[config.mk]
export PLATFORM = sky130hd
export DESIGN_NAME = fetch_stage_flat
export DESIGN_NICKNAME = d
export VERILOG_FILES = /design/src/rtl/fetch_stage_if.sv /design/src/rtl/fetch_stage.sv /design/src/flat_wrapper.sv
export SDC_FILE = /design/constraint.sdc
export NUM_CORES = 1
export LEC_CHECK = 0
export BUFFER_PORTS_ARGS = -buffer_cell sky130_fd_sc_hd__buf_2
export CAP_MARGIN = 5
export CORE_MARGIN = 10
export CORE_UTILIZATION = 35
export CTS_BUF_LIST = sky130_fd_sc_hd__clkbuf_8
export DETAILED_ROUTE_END_ITERATION = 10
export SYNTH_ARGS = -nofsm -noshare
export SYNTH_HDL_FRONTEND = slang
export SYNTH_SLANG_ARGS = --single-unit
[constraint.sdc]
create_clock -name clk -period 2.5 [get_ports clk]
set_clock_uncertainty 0.1 [all_clocks]
set_input_delay 0 -clock clk [delete_from_list [all_inputs] [get_ports clk]]
set_output_delay 0 -clock clk [all_outputs]
set_load 0.01 [all_outputs]
[src/rtl/fetch_stage_if.sv]
// rtl/fetch_stage_if.sv - fetch stage hazard, redirect, imem and IF/ID signal bundle
interface fetch_stage_if #(
    parameter int CNT_W = 16
);
    logic             SS1;
    logic             SS2;
    logic             PCSrc;
    logic [31:0]      PCTargetE;
    logic [31:0]      InstrF;
    logic [31:0]      PCF;
    logic [31:0]      InstrD;
    logic [31:0]      PCD;
    logic [31:0]      PCPlus4D;
    logic             ValidD;
    logic [CNT_W-1:0] stall_cnt;
    logic [CNT_W-1:0] flush_cnt;

    modport master (
        input  SS1, SS2, PCSrc, PCTargetE, InstrF,
        output PCF, InstrD, PCD, PCPlus4D, ValidD, stall_cnt, flush_cnt
    );

    modport slave (
        output SS1, SS2, PCSrc, PCTargetE, InstrF,
        input  PCF, InstrD, PCD, PCPlus4D, ValidD, stall_cnt, flush_cnt
    );
endinterface

[src/rtl/fetch_stage.sv]
// rtl/fetch_stage.sv - PC register, IF/ID pipeline register and stall/flush event counters
module fetch_stage #(
    parameter logic [31:0] RESET_PC  = 32'h0000_0000,
    parameter logic [31:0] NOP_INSTR = 32'h0000_0013,
    parameter int          CNT_W     = 16
) (
    input  logic          clk,
    input  logic          rst_n,
    fetch_stage_if.master bus
);
    logic [31:0]      pc_q;
    logic [31:0]      pc_plus4;
    logic [31:0]      instr_q;
    logic [31:0]      pcd_q;
    logic [31:0]      pcp4d_q;
    logic             valid_q;
    logic [CNT_W-1:0] stall_q;
    logic [CNT_W-1:0] flush_q;

    assign pc_plus4 = pc_q + 32'd4;

    // A redirect wins over a stall so the taken branch is never dropped.
    always_ff @(posedge clk or negedge rst_n) begin
        if (!rst_n) begin
            pc_q <= RESET_PC;
        end else if (bus.PCSrc) begin
            pc_q <= bus.PCTargetE;
        end else if (bus.SS1) begin
            pc_q <= pc_plus4;
        end
    end

    always_ff @(posedge clk or negedge rst_n) begin
        if (!rst_n) begin
            instr_q <= NOP_INSTR;
            pcd_q   <= 32'd0;
            pcp4d_q <= 32'd0;
            valid_q <= 1'b0;
        end else if (bus.PCSrc) begin
            instr_q <= NOP_INSTR;
            pcd_q   <= 32'd0;
            pcp4d_q <= 32'd0;
            valid_q <= 1'b0;
        end else if (bus.SS2) begin
            instr_q <= bus.InstrF;
            pcd_q   <= pc_q;
            pcp4d_q <= pc_plus4;
            valid_q <= 1'b1;
        end
    end

    // Counters stick at all-ones rather than wrapping.
    always_ff @(posedge clk or negedge rst_n) begin
        if (!rst_n) begin
            stall_q <= '0;
            flush_q <= '0;
        end else begin
            if (!bus.SS1 && !bus.PCSrc && (stall_q != '1)) begin
                stall_q <= stall_q + 1'b1;
            end
            if (bus.PCSrc && (flush_q != '1)) begin
                flush_q <= flush_q + 1'b1;
            end
        end
    end

    assign bus.PCF       = pc_q;
    assign bus.InstrD    = instr_q;
    assign bus.PCD       = pcd_q;
    assign bus.PCPlus4D  = pcp4d_q;
    assign bus.ValidD    = valid_q;
    assign bus.stall_cnt = stall_q;
    assign bus.flush_cnt = flush_q;
endmodule

[src/flat_wrapper.sv]
// flat-port wrapper written by rule: the top's interface ports become plain ports
module fetch_stage_flat 
#(
    parameter logic [31:0] RESET_PC  = 32'h0000_0000,
    parameter logic [31:0] NOP_INSTR = 32'h0000_0013,
    parameter int          CNT_W     = 16
)
  (clk, rst_n, bus_SS1, bus_SS2, bus_PCSrc, bus_PCTargetE, bus_InstrF, bus_PCF, bus_InstrD, bus_PCD, bus_PCPlus4D, bus_ValidD, bus_stall_cnt, bus_flush_cnt);
  fetch_stage_if #(.CNT_W(CNT_W)) bus_i ();
  input  logic clk;
  input  logic rst_n;
  input wire logic [$bits(bus_i.SS1)-1:0] bus_SS1;
  input wire logic [$bits(bus_i.SS2)-1:0] bus_SS2;
  input wire logic [$bits(bus_i.PCSrc)-1:0] bus_PCSrc;
  input wire logic [$bits(bus_i.PCTargetE)-1:0] bus_PCTargetE;
  input wire logic [$bits(bus_i.InstrF)-1:0] bus_InstrF;
  output wire logic [$bits(bus_i.PCF)-1:0] bus_PCF;
  output wire logic [$bits(bus_i.InstrD)-1:0] bus_InstrD;
  output wire logic [$bits(bus_i.PCD)-1:0] bus_PCD;
  output wire logic [$bits(bus_i.PCPlus4D)-1:0] bus_PCPlus4D;
  output wire logic [$bits(bus_i.ValidD)-1:0] bus_ValidD;
  output wire logic [$bits(bus_i.stall_cnt)-1:0] bus_stall_cnt;
  output wire logic [$bits(bus_i.flush_cnt)-1:0] bus_flush_cnt;
  assign bus_i.SS1 = bus_SS1;
  assign bus_i.SS2 = bus_SS2;
  assign bus_i.PCSrc = bus_PCSrc;
  assign bus_i.PCTargetE = bus_PCTargetE;
  assign bus_i.InstrF = bus_InstrF;
  assign bus_PCF = bus_i.PCF;
  assign bus_InstrD = bus_i.InstrD;
  assign bus_PCD = bus_i.PCD;
  assign bus_PCPlus4D = bus_i.PCPlus4D;
  assign bus_ValidD = bus_i.ValidD;
  assign bus_stall_cnt = bus_i.stall_cnt;
  assign bus_flush_cnt = bus_i.flush_cnt;
  fetch_stage #(.RESET_PC(RESET_PC), .NOP_INSTR(NOP_INSTR), .CNT_W(CNT_W)) u_core (.clk(clk), .rst_n(rst_n), .bus(bus_i));
endmodule
==> summary by stage, run 1 <==
Critical path
The critical register-to-register path endpoint is u_core.bus.PCPlus4D[24]. The category of the worst setup path capture point is a register. Of all nets on the critical path, the largest fanout is 9. The type of origin of the critical path is a register.

The category of the critical setup timing path is register to register. Data on the critical path is required at its endpoint by 2.75 ns. The worst reg2reg path startpoint is u_core.bus.PCF[3]. At the worst endpoint, the arrival time is 2.57 ns. On the worst path, the slowest cell contributes a delay of 0.69 ns. Measured in cells, the most critical reg-to-reg path has a length of 5. The worst register-to-register path has a setup slack of 0.18 ns. The signal on the critical path passes through ha_1, nand3_2, or4_1, or3_1, a311oi_1. Among all stages on the critical path, the largest delay is contributed by sky130_fd_sc_hd__or4_1.

STA
The final sum of negative setup slack is 0 ns. Setup repair after global routing left no endpoint under its margin. The hold violation count in the final report is 0.

The final hold slack is 0.0296 ns. Setup violations remaining at the end of the flow were counted as 0. The final max-slew violation count is 0. The fmax is 432 MHz. The smallest clock period supported by the final layout is computed as 2.32 ns. The slew of the pin with the lowest slew margin is 0.676 ns. In the finished design, the share of the clock period the worst path needs comes to 92.6%.

The headroom to the max-slew limit is 54.6%.

Floorplanning
Measured along the x axis, the die boundary spans 168 µm. For this configuration, the core starts out at a cell density of 36.0%. 230 I/O pins were placed. The core region is 0.0212 mm².

The die is 168 µm tall. The die outline area is 0.0281 mm². Row generation in the floorplan step produced 53 rows.

Synthesis
A synthesized cell averages 10.2 µm². In the synthesized netlist, the number of instances is 746. The cell accounting for the most synthesized area is sky130_fd_sc_hd__dfrtp_1. In the synthesized netlist the async set-or-reset flop fraction comes to 100%. In this run, synthesis produced a sequential element count of 159.

The most common cell in the synthesized netlist is sky130_fd_sc_hd__dfrtp_1. During synthesis, Yosys emitted a total of 0 warnings. The number of enable-type register cells in the synthesized netlist is 0. The area share of the largest cell type after synthesis is 51.1%. The share of the Yosys chip area taken by registers is 52.2%.

For this run, the leading register cell type out of synthesis is sky130_fd_sc_hd__dfrtp_1. Sorting the synthesized cells by how often they occur yields 156 x sky130_fd_sc_hd__dfrtp_1, 110 x sky130_fd_sc_hd__nor2_1, 65 x sky130_fd_sc_hd__mux2i_1. In this run the cell area of the synthesized design comes to 0.00763 mm². Yosys mapped the design onto 50 distinct sky130hd cell types. By area the synthesized netlist is led by sky130_fd_sc_hd__dfrtp_1 51%, sky130_fd_sc_hd__mux2i_1 8.5%, sky130_fd_sc_hd__nor2_1 5.4%. The number of nets in the synthesized netlist is 818.

Place
The count of buffers from port buffering is 229. Once placement finished, the instance area stood at 0.00920 mm². At the end of routability-driven placement, the weighted congestion stood at 0.823. Detailed placement ended at an HPWL of 17.0 mm. The cell count after placement is 1,225.

Drt
The remaining antenna violation count is 0. The detailed router finished its first iteration with 413 violations. The first detailed-routing pass took 4 iterations.

After detailed routing, the total wire length is 24.5 mm. The per-cell routed wire length is 18.3 µm. After detailed routing, the number of vias per cell comes to 5.01. The total DRC errors in the routed layout is 0. Detailed routing inserted a total of 6,694 vias.

Finish
The finished layout holds 1,336 standard cells, fillers aside. 0 antenna diodes ended up in the layout. Summing all non-filler instances in the final layout gives an area of 0.0104 mm². Of the cells placed in the final design, the portion with a size suffix greater than 1 is 29.3%. The final-layout fill cell count is 1,993. The layout net count is 1,120. Compared with the post-synthesis result, the final layout area differs by 35.8%.

Status
The run finished with clean final reports.

Clock network
The clock reaches the later pin of the worst-skew pair after 0.46 ns. CTS built an H-tree with a depth of 4. In this run the deepest clock path goes through 2 buffers. The total of cells resized after clock tree synthesis is 0. The cell at the root of the clock tree is sky130_fd_sc_hd__clkbuf_8. Clock-pin slew was measured on the worst setup and hold paths at 0.08 ns. TritonCTS created 17 clock buffers. TritonCTS built the clock tree. The number of sinks on the clock net is 159.

Global routing
Entering global routing, the biggest net connects 133 pins. The number of antenna violations at the first check in global routing is 1. The overflow left after global routing is 0. The via count of the first global-routing pass came to 6,911. The wire length of the first global-routing pass is 38.9 mm. Across every metal layer, demand over resource in global routing totals 16.9%.

Hold path
The endpoint with the worst hold slack is u_core.bus.PCF[3]. The number of cells traversed by the worst hold path is 4. The worst hold path startpoint is bus_SS1. The classification of the worst-slack hold path is primary input to register.

Pwr
The maximum vdd ir drop is 0.331 mV. Dividing total power by cell area gives a power density of 610 mW/mm². The cell leakage power is 5.04 nW. After layout, the design draws a total of 6.33 mW.

Run
Max-cap violations in this run came to 0.
==> registers in the layout (all words and copies together) (netlist names) <==
| signal | count |
|---|---|
| u_core.bus.flush_cnt | 16 |
| u_core.bus.PCD | 30 |
| u_core.bus.stall_cnt | 16 |
| u_core.bus.ValidD | 1 |
| u_core.bus.InstrD | 32 |
| u_core.bus.PCF | 32 |
| u_core.bus.PCPlus4D | 32 |
==> cell usage in the layout, fill, tap and decap left out, types with 5 or more instances in the layout <==
cell type / n
sky130_fd_sc_hd__buf_2: 226
sky130_fd_sc_hd__a31oi_1: 9
sky130_fd_sc_hd__o211ai_1: 6
sky130_fd_sc_hd__xnor2_1: 20
sky130_fd_sc_hd__or3_1: 11
sky130_fd_sc_hd__a21oi_1: 12
sky130_fd_sc_hd__o21ai_0: 23
sky130_fd_sc_hd__mux2i_1: 65
sky130_fd_sc_hd__clkbuf_8: 19
sky130_fd_sc_hd__nand4_1: 21
sky130_fd_sc_hd__nand2_1: 50
sky130_fd_sc_hd__o31ai_1: 14
sky130_fd_sc_hd__buf_12: 5
sky130_fd_sc_hd__buf_4: 34
sky130_fd_sc_hd__a311oi_1: 15
sky130_fd_sc_hd__xor2_1: 30
sky130_fd_sc_hd__dlygate4sd3_1: 78
sky130_fd_sc_hd__dfrtp_1: 156
sky130_fd_sc_hd__nor4_1: 11
sky130_fd_sc_hd__clkinvlp_4: 5
sky130_fd_sc_hd__a211oi_1: 16
sky130_fd_sc_hd__and3_1: 5
sky130_fd_sc_hd__inv_1: 12
sky130_fd_sc_hd__nor3_1: 14
sky130_fd_sc_hd__nor2_1: 110
sky130_fd_sc_hd__nand3_1: 22
sky130_fd_sc_hd__or4_1: 25
==> through the flow <==
stage | setup WS, ns | util [%]
after global placement | 0.220 | 43.4
final | 0.184 | 48.9
after floorplan | 0.186 | -
after global routing | 0.0432 | 48.9
after detailed placement | 0.185 | 43.4
after CTS | 0.170 | 48.9
==> layer usage <==
layer  share of wire (%)  global-route usage (%)
met4                 1.5                    5.15
met5               0.029                       0
met2                  48                    27.0
met1                  45                    21.8
met3                 6.1                    4.89
==> what timing repair did <==
item / 4_1_cts / 5_1_grt
setup endpoints to repair: 0 / 0
setup buffers: 0 / 0
hold buffers: 79 / 0
hold endpoints to repair: 253 / 0
==> kinds of logic (layout without fill, tap and decap cells) <==
| logic type | after synthesis | after routing | synth area share (%) |
|---|---|---|---|
| adders and majority gates | 3 | 3 | 0.492 |
| buffers and inverters | 72 | 387 | 3.97 |
| and+or+nand+nor | 290 | 290 | 19.4 |
| xor gates and xnor gates | 50 | 50 | 5.74 |
| DFF | 159 | 159 | 52.2 |
| muxes | 69 | 69 | 9.11 |
| AOI/OAI and AO/OA | 103 | 103 | 9.18 |
==> worst max-delay path by stage <==
| stage | startpoint | endpoint | slack (ns) |
|---|---|---|---|
| final | u_core.bus.PCF[3] | u_core.bus.PCPlus4D[24] | 0.18 |
| after global routing | u_core.bus.PCF[3] | u_core.bus.PCPlus4D[20] | 0.04 |
| after CTS | u_core.bus.PCF[3] | u_core.bus.PCPlus4D[24] | 0.17 |
| after detailed placement | u_core.bus.PCF[3] | u_core.bus.PCPlus4D[18] | 0.18 |
| after global placement | u_core.bus.PCF[2] | u_core.bus.PCPlus4D[18] | 0.22 |
| after floorplan | u_core.bus.PCF[3] | u_core.bus.PCPlus4D[24] | 0.19 |
==> area by class of cell <==
cell class	count	area, µm²	area share [%]
clock inverter	13	103	0.990
tap	275	344	3.32
timing repair buffer	345	2290	22.1
sequential	159	3980	38.4
clock buffer	19	262	2.52
multi-input combinational	515	3350	32.3
inverter	10	37.5	0.362
==> critical path, delay by kind of cell (launching register included) <==
| family | cells | cell delay, ns |
|---|---|---|
| AO/OA/AOI/OAI | 1 | 0.25 |
| adder cells (fa/ha/maj) | 1 | 0.24 |
| flip-flops | 1 | 0.42 |
| AND/OR/NAND/NOR | 3 | 1.21 |
==> power by group <==
group,internal [mW],switching [mW]
Clock,0.826,0.989
Combinational,0.641,0.769
Sequential,2.83,0.267
Power figures use the tool's default switching activity.
==> run 2: changes to the inputs <==
Settings changed: ABC_AREA from default to 1.
==> summary by stage, run 2 <==
Finish
Cells with a size suffix above 1 make up 26.0% of the layout. The commonest non-fill, non-tap cell in the layout is sky130_fd_sc_hd__nand2_1. Compared with the post-synthesis result, the final layout area differs by 35.7%. The final layout contains 1,245 nets.

The repair_antennas step left the layout with diodes totalling 0. The post-route core utilization is 48.4%. The final-layout fill cell count is 2,055.

Leaving out fill and tap cells, the most frequent cells in the layout are 266 x sky130_fd_sc_hd__nand2_1, 228 x sky130_fd_sc_hd__buf_2, 155 x sky130_fd_sc_hd__dfrtp_1.

Synthesis
The most numerous cell in the Yosys netlist is sky130_fd_sc_hd__nand2_1. The area of the mapped netlist is 0.00753 mm². In this run, distinct cell masters in the synthesized netlist total 35.

The post-synthesis register bit count is 159. Of all cell types, the one taking the most synthesized area is sky130_fd_sc_hd__dfrtp_1. The main flop type after synthesis is sky130_fd_sc_hd__dfrtp_1.

The share of flip-flops with an asynchronous set or reset is 100%. After synthesis, the cell types taking the most area are sky130_fd_sc_hd__dfrtp_1 52%, sky130_fd_sc_hd__nand2_1 13%, sky130_fd_sc_hd__a22o_1 4.2%. The area share of the largest cell type after synthesis is 51.9%.

After synthesis, the most frequently instantiated cells are 266 x sky130_fd_sc_hd__nand2_1, 156 x sky130_fd_sc_hd__dfrtp_1, 65 x sky130_fd_sc_hd__inv_1. The average cell area after synthesis is 8.71 µm². In this run, synthesis inferred 0 flip-flops with an integrated enable. The sequential-to-total area share from yosys stat is 52.9%. Synthesis produced 864 cells.

The number of nets in the synthesized netlist is 936. The synthesis warning total is 0.

Global routing
The wire length of the first global-routing pass is 40.5 mm. The overflow left after global routing is 0. The via count of the first global-routing pass was 7,097.

The global-route usage over all layers is 18.0%. The pin count of the biggest net entering global routing is 71. The number of antenna violations at the first check in global routing is 0.

Critical path
The top fanout value on the critical path is 6. Walking the worst path, the cells encountered are nand2_1, nor2_1, nand2_1, nor2_4, xor2_1, nand3_1, nand2_1, dlygate4sd3_1. The cell with the largest stage delay on the worst path is sky130_fd_sc_hd__dfrtp_1. The endpoint identified for the worst register-to-register timing path is u_core.bus.PCF[16]. The type of origin of the critical path is a register. The startpoint identified for the worst register-to-register timing path is u_core.bus.PCF[15]. The cell with the most instances on the worst path is sky130_fd_sc_hd__nand2_1.

The critical path starts at u_core.bus.PCF[15]. In this run the worst setup path terminates at u_core.bus.PCF[16]. The cell count of the worst reg-to-reg path is 8.

In this run the register-to-register setup slack is 0.11 ns. The category of the worst setup path capture point is a register. The endpoint arrival time on the critical path is 2.69 ns. The critical path is of the register to register type. The data required time of the worst path is 2.80 ns.

On the worst path, the slowest cell contributes a delay of 0.57 ns.

Clock network
The TritonCTS clock tree is done. The total number of H-tree levels is 4. After clock tree synthesis, the clock-pin slew on the worst setup and hold paths is 0.10 ns. The insertion delay of the later-clocked pin in the worst-skew pair is 0.46 ns. The tree built by TritonCTS fans out to 159 sinks. The CTS buffer count is 17. The cell sitting at the root of the clock tree is a sky130_fd_sc_hd__clkbuf_8. The post-CTS setup repair buffer count is 0. The worst-case clock buffer depth is 2.

STA
The slew of the pin with the lowest slew margin is 0.908 ns. The worst pin sits at a relative slew slack of 39.3%. Setup repair after global routing left no endpoint under its margin.

The final critical-path required period is 2.39 ns. The hold violation count in the final report came to 0. After layout, the worst path uses 95.7% of the clock period. The final max-slew violation count is 0. For the final routed database, the setup TNS stands at 0 ns. The final-report setup violation count is 0. Timing would allow up to 418 MHz.

Pwr
Cell internal power was estimated by the tool at 4.18 mW. The maximum vdd ir drop is 0.278 mV. The overall power after layout is 6.30 mW.

The share of total power dissipated in sequential elements is 49.0%. The power spent charging and discharging nets is 2.12 mW. The power share of the clock group is 30.4%. Combinational logic burns 20.7% of the power.

Dividing total power by cell area gives a power density of 617 mW/mm². The net switching share of the total power is 33.7%. Summed over all cells, the static leakage comes to 5.27 nW.

Floorplanning
The number of ports placed on the die boundary is 230. The floorplan step defined a core boundary enclosing 0.0211 mm². The die is 167 µm wide. The cell row count is 53. The die outline area is 0.0278 mm².

The die outline height is 167 µm. The initial utilization of the core area, before any placement, comes to 35.7%.

Drt
The per-cell routed wire length is 17.7 µm. The via density per instance is 4.92. In the routed design, unresolved DRC markers number 0. The total number of vias is 7,181.

The detailed router's first-iteration violation count is 521. The routed wire length is 25.9 mm. The first-pass iteration count of the detailed router is 5. Once detail routing completed, the nets flagged for antenna violations numbered 0.

Status
The flow ran to the end, and the final reports show no timing, DRC or antenna violations.

Hold path
The classification of the worst-slack hold path is primary input to register.

Run
The total of max-cap violations is 0.

Place
The HPWL after detailed placement is 18.7 mm. The count of buffers from port buffering is 229. The placer's final routability congestion estimate is 0.849.
## run 2: cell types whose count changed after synthesis, moves of 28 or more
cell / before / now
sky130_fd_sc_hd__nand2_1: 50 / 266
sky130_fd_sc_hd__mux2i_1: 65 / 0
sky130_fd_sc_hd__nor2_1: 110 / 48
sky130_fd_sc_hd__inv_1: 9 / 65
sky130_fd_sc_hd__a22o_1: 0 / 36
sky130_fd_sc_hd__o21ai_0: 23 / 55
sky130_fd_sc_hd__a22oi_1: 0 / 28
## run 2: worst min path at each step
stage                   start                       to  cells after the start
2_1_floorplan           rst_n    u_core.bus.InstrD[10]                      0
3_3_place_gp            rst_n  u_core.bus.flush_cnt[0]                      1
3_5_place_dp            rst_n  u_core.bus.flush_cnt[0]                      1
4_1_cts        bus_InstrF[19]    u_core.bus.InstrD[19]                      3
5_1_grt        bus_InstrF[21]    u_core.bus.InstrD[21]                      3
6_report       bus_InstrF[20]    u_core.bus.InstrD[20]                      3
## run 2: routing by layer
metal	routed length, µm	share of wire (%)	vias to the layer above	global-route usage (%)
met4	294	1.1	0	4.93
met1	11400	44	3421	23.1
met2	12500	48	238	29.4
met3	1680	6.5	21	4.42
met5	0	0	-	0
li1	-	-	3501	-
## run 2: power groups by stage
stage | combinational [mW] | sequential, mW | clock (mW)
3_5_place_dp | 1.19 | 3.13 | 0
4_1_cts | 1.32 | 3.08 | 1.96
3_3_place_gp | 1.17 | 3.12 | 0
6_report | 1.30 | 3.09 | 1.92
5_1_grt | 1.45 | 3.13 | 2.07
2_1_floorplan | 0.512 | 3.20 | 0
## run 2: stage by stage
stage | setup slack [ns] | area (µm²) | hold slack (ns) | instances
2_1_floorplan | 0.838 | 7530 | -0.396 | 864
3_3_place_gp | 0.478 | 8950 | -0.0658 | 1342
3_5_place_dp | 0.419 | 8950 | -0.0649 | 1342
4_1_cts | 0.129 | 10200 | 0.152 | 1461
5_1_grt | 0.000649 | 10200 | 0.164 | 1461
6_report | 0.108 | 10200 | 0.186 | 1461
## run 2: cell families after synthesis
logic type	Yosys count	share of synthesized area, %
XOR/XNOR	19	2.41
AND/OR/NAND/NOR	435	25.9
adder cells (fa/ha/maj)	3	0.499
flip-flops	159	52.9
buffers and inverters	107	5.92
AO/OA/AOI/OAI	141	12.3
## run 2: cell type report
class | count | area, µm² | area share (%)
inverters | 70 | 263 | 2.57
well taps | 275 | 344 | 3.37
clock buffers | 17 | 234 | 2.29
clock inverters | 15 | 148 | 1.45
multi-input cells | 598 | 3110 | 30.4
flip-flops and latches | 159 | 3980 | 39.0
repair buffers | 327 | 2130 | 20.9
## run 2: repair_timing
| item | 4_1_cts | 5_1_grt |
|---|---|---|
| setup endpoints to repair | 0 | 1 |
| hold buffers | 87 | 0 |
| hold endpoints to repair | 249 | 0 |
| resized for setup | 0 | 2 |
## run 2: worst max-delay path, delay by kind of cell (launching register included)
kind	cells	cell delay, ns
flops	1	0.57
xor+xnor	1	0.21
buf+inv	1	0.56
simple gates	6	0.87
==> run 3: changes to the inputs <==
Settings changed: CELL_PAD_IN_SITES_DETAIL_PLACEMENT from default to 0, CELL_PAD_IN_SITES_GLOBAL_PLACEMENT from default to 2, CORE_UTILIZATION 35 to 31, PLACE_DENSITY_LB_ADDON from default to 0.1.
==> summary by stage, run 3 (synthesis gave the netlist of run 2 again) <==
Status
The run finished with clean final reports.

Global routing
The number of antenna violations at the first check in global routing came to 0. The total overflow left after global routing is 0. The pin count of the biggest net entering global routing is 67. The first global-routing pass estimated 43.8 mm of wire. The global-route usage over all layers is 17.9%.

The via count of the first global-routing pass is 7,314.

Clock network
The post-CTS setup repair buffer count is 0. The CTS buffer count is 17. In this run the clock root is driven by a sky130_fd_sc_hd__clkbuf_8. The insertion delay of the later-clocked pin in the worst-skew pair is 0.45 ns. The worst-case clock buffer depth is 2. The H-tree was split into 4 levels. Clock-pin slew was measured on the worst setup and hold paths at 0.10 ns. Clock tree synthesis found a total of 159 sinks.

The TritonCTS clock tree is done.

STA
The post-route clock period utilization is 93.5%. Based on the critical path, the design can be clocked at up to 428 MHz. The slew of the pin with the lowest slew margin is 0.698 ns. Hold timing on the final database bottoms out at a slack of 0.0392 ns.

The final sum of negative setup slack is 0 ns. The final critical-path required period is 2.34 ns. Setup repair after global routing left no endpoint under its margin. The hold violation count in the final report is 0.

The headroom to the max-slew limit is 53.5%. The final max-slew violation count is 0. The final-report setup violation count is 0.

Pwr
The combinational cell fraction of total power is 20.1%. In this run the power spent charging and discharging nets is 2.20 mW. The total power density per cell area is 630 mW/mm².

The internal portion of the total power is 4.31 mW. VDD sags by at most 0.295 mV. The net switching share of the total power is 33.8%.

The power share of the clock group is 32.4%. For this design the static power due to leakage is 5.29 nW. Registers are responsible for 47.5% of the overall power.

Finish
The final instance count without filler cells is 1,504. The final antenna diode count is 0. The commonest non-fill, non-tap cell in the layout is sky130_fd_sc_hd__nand2_1. The final-layout fill cell count is 2,499. Leaving out fill and tap cells, the most frequent cells in the layout are 266 x sky130_fd_sc_hd__nand2_1, 228 x sky130_fd_sc_hd__buf_2, 155 x sky130_fd_sc_hd__dfrtp_1. In the final layout, the share of cells above drive strength 1 is 26.1%.

The final layout contains 1,244 nets. The area growth from synthesis to final layout is 37.4%.

Drt
The total DRC errors in the routed layout is 0. For this run, the detailed router's first-pass iteration total came to 5. The total number of vias is 7,148.

Using the TritonRoute via totals, the vias-per-cell ratio works out to 4.75. In this run the remaining antenna-violating nets after routing total 0. After detailed routing, the total wire length is 27.7 mm. The first routing iteration left 459 violations. The per-cell routed wire length is 18.4 µm.

Place
Once placement completed, the tool counted placed cells totaling 1,385. Routability-driven placement finished with a final weighted congestion of 0.799. The count of buffers from port buffering is 229. Once detailed placement completed, the half-perimeter wirelength came to 19.5 mm.

Critical path
The worst setup path is captured at a register. The category of the critical setup timing path is register to register. STA puts the critical path data required time at 2.73 ns. The type of origin of the critical path is a register. The top fanout value on the critical path is 6. For the worst setup path, the data arrival time is 2.57 ns.

Floorplanning
After floorplanning, the core was sized to cover 0.0237 mm². Measured along the y axis, the die boundary spans 176 µm. The horizontal die dimension is 176 µm. For this design the top-level I/O count stands at 230. The cell row count is 56. The die outline area is 0.0309 mm².

Once the floorplan was initialized, standard cells occupied 31.8% of the core.

Run
Max-cap violations in this run came to 0.

Hold path
The classification of the worst-slack hold path is primary input to register.
[run 3: cell types whose count changed in the layout (fill, tap and decap cells not counted), sizes merged]
cell / previous run / this run
bufinv: 1 / 2
clkinv: 5 / 4
dlygate4sd3: 87 / 86
[run 3: stage by stage]
| step | utilization, % | cell area, µm² | power [mW] | setup slack, ns |
|---|---|---|---|---|
| 4_1_cts | 43.6 | 10300 | 6.63 | 0.0855 |
| 3_3_place_gp | 38.1 | 9010 | 4.36 | 0.580 |
| 6_report | 43.7 | 10300 | 6.52 | 0.163 |
| 5_1_grt | 43.7 | 10300 | 6.92 | 0.0228 |
| 3_5_place_dp | 38.1 | 9010 | 4.35 | 0.514 |
| 2_1_floorplan | - | 7530 | 3.72 | 0.838 |
[run 3: routing by layer]
layer | wire length (µm) | share of wire [%] | global-route usage [%]
met4 | 216 | 0.78 | 3.78
met5 | 0 | 0 | 0
met3 | 1540 | 5.5 | 4.40
met2 | 12900 | 46 | 28.4
met1 | 13100 | 47 | 24.2
[run 3: final cells by class]
type / instances / area, µm² / share of cell area, %
clock inverters: 15 / 199 / 1.92
clock buffers: 17 / 234 / 2.26
inverters: 70 / 263 / 2.54
well taps: 319 / 399 / 3.86
repair buffers: 326 / 2150 / 20.8
multi-input cells: 598 / 3110 / 30.1
flip-flops and latches: 159 / 3980 / 38.5
[run 3: power by group through the flow]
stage          Clock, mW  Sequential, mW  Combinational (mW)
2_1_floorplan          0            3.20               0.512
3_3_place_gp           0            3.14                1.22
3_5_place_dp           0            3.14                1.21
4_1_cts             2.19            3.10                1.35
5_1_grt             2.29            3.14                1.48
6_report            2.11            3.09                1.31
[run 3: critical path, cell delays in order (launching register included)]
cell,delay (ns)
sky130_fd_sc_hd__dfrtp_1,0.57
sky130_fd_sc_hd__nand2_1,0.16
sky130_fd_sc_hd__nor2_1,0.18
sky130_fd_sc_hd__nand2_1,0.13
sky130_fd_sc_hd__nor2_1,0.21
sky130_fd_sc_hd__nand3_1,0.12
sky130_fd_sc_hd__nand4_1,0.11
sky130_fd_sc_hd__nand2_1,0.06
sky130_fd_sc_hd__dlygate4sd3_1,0.56
[run 3: worst paths after layout]
kind / startpoint / endpoint / slack, ns / depth (start not counted)
worst max-delay path: u_core.bus.PCF[15] / u_core.bus.PCF[31] / 0.16 / 8
worst min-delay path: bus_PCSrc / u_core.bus.PCF[3] / 0.04 / 3
worst max register to register: u_core.bus.PCF[15] / u_core.bus.PCF[31] / 0.16 / 8
worst min register to register: u_core.bus.PCPlus4D[31] / u_core.bus.PCPlus4D[31] / 0.38 / 2
max in group asynchronous: rst_n / u_core.bus.PCPlus4D[19] / 1.29 / 4
min in group asynchronous: rst_n / u_core.bus.InstrD[15] / 0.42 / 3
[run 3: what timing repair did]
| item | 4_1_cts | 5_1_grt |
|---|---|---|
| hold endpoints to repair | 247 | 0 |
| hold buffers | 87 | 0 |
| endpoints found under the setup margin | 0 | 8 |
| resized for setup | 0 | 3 |
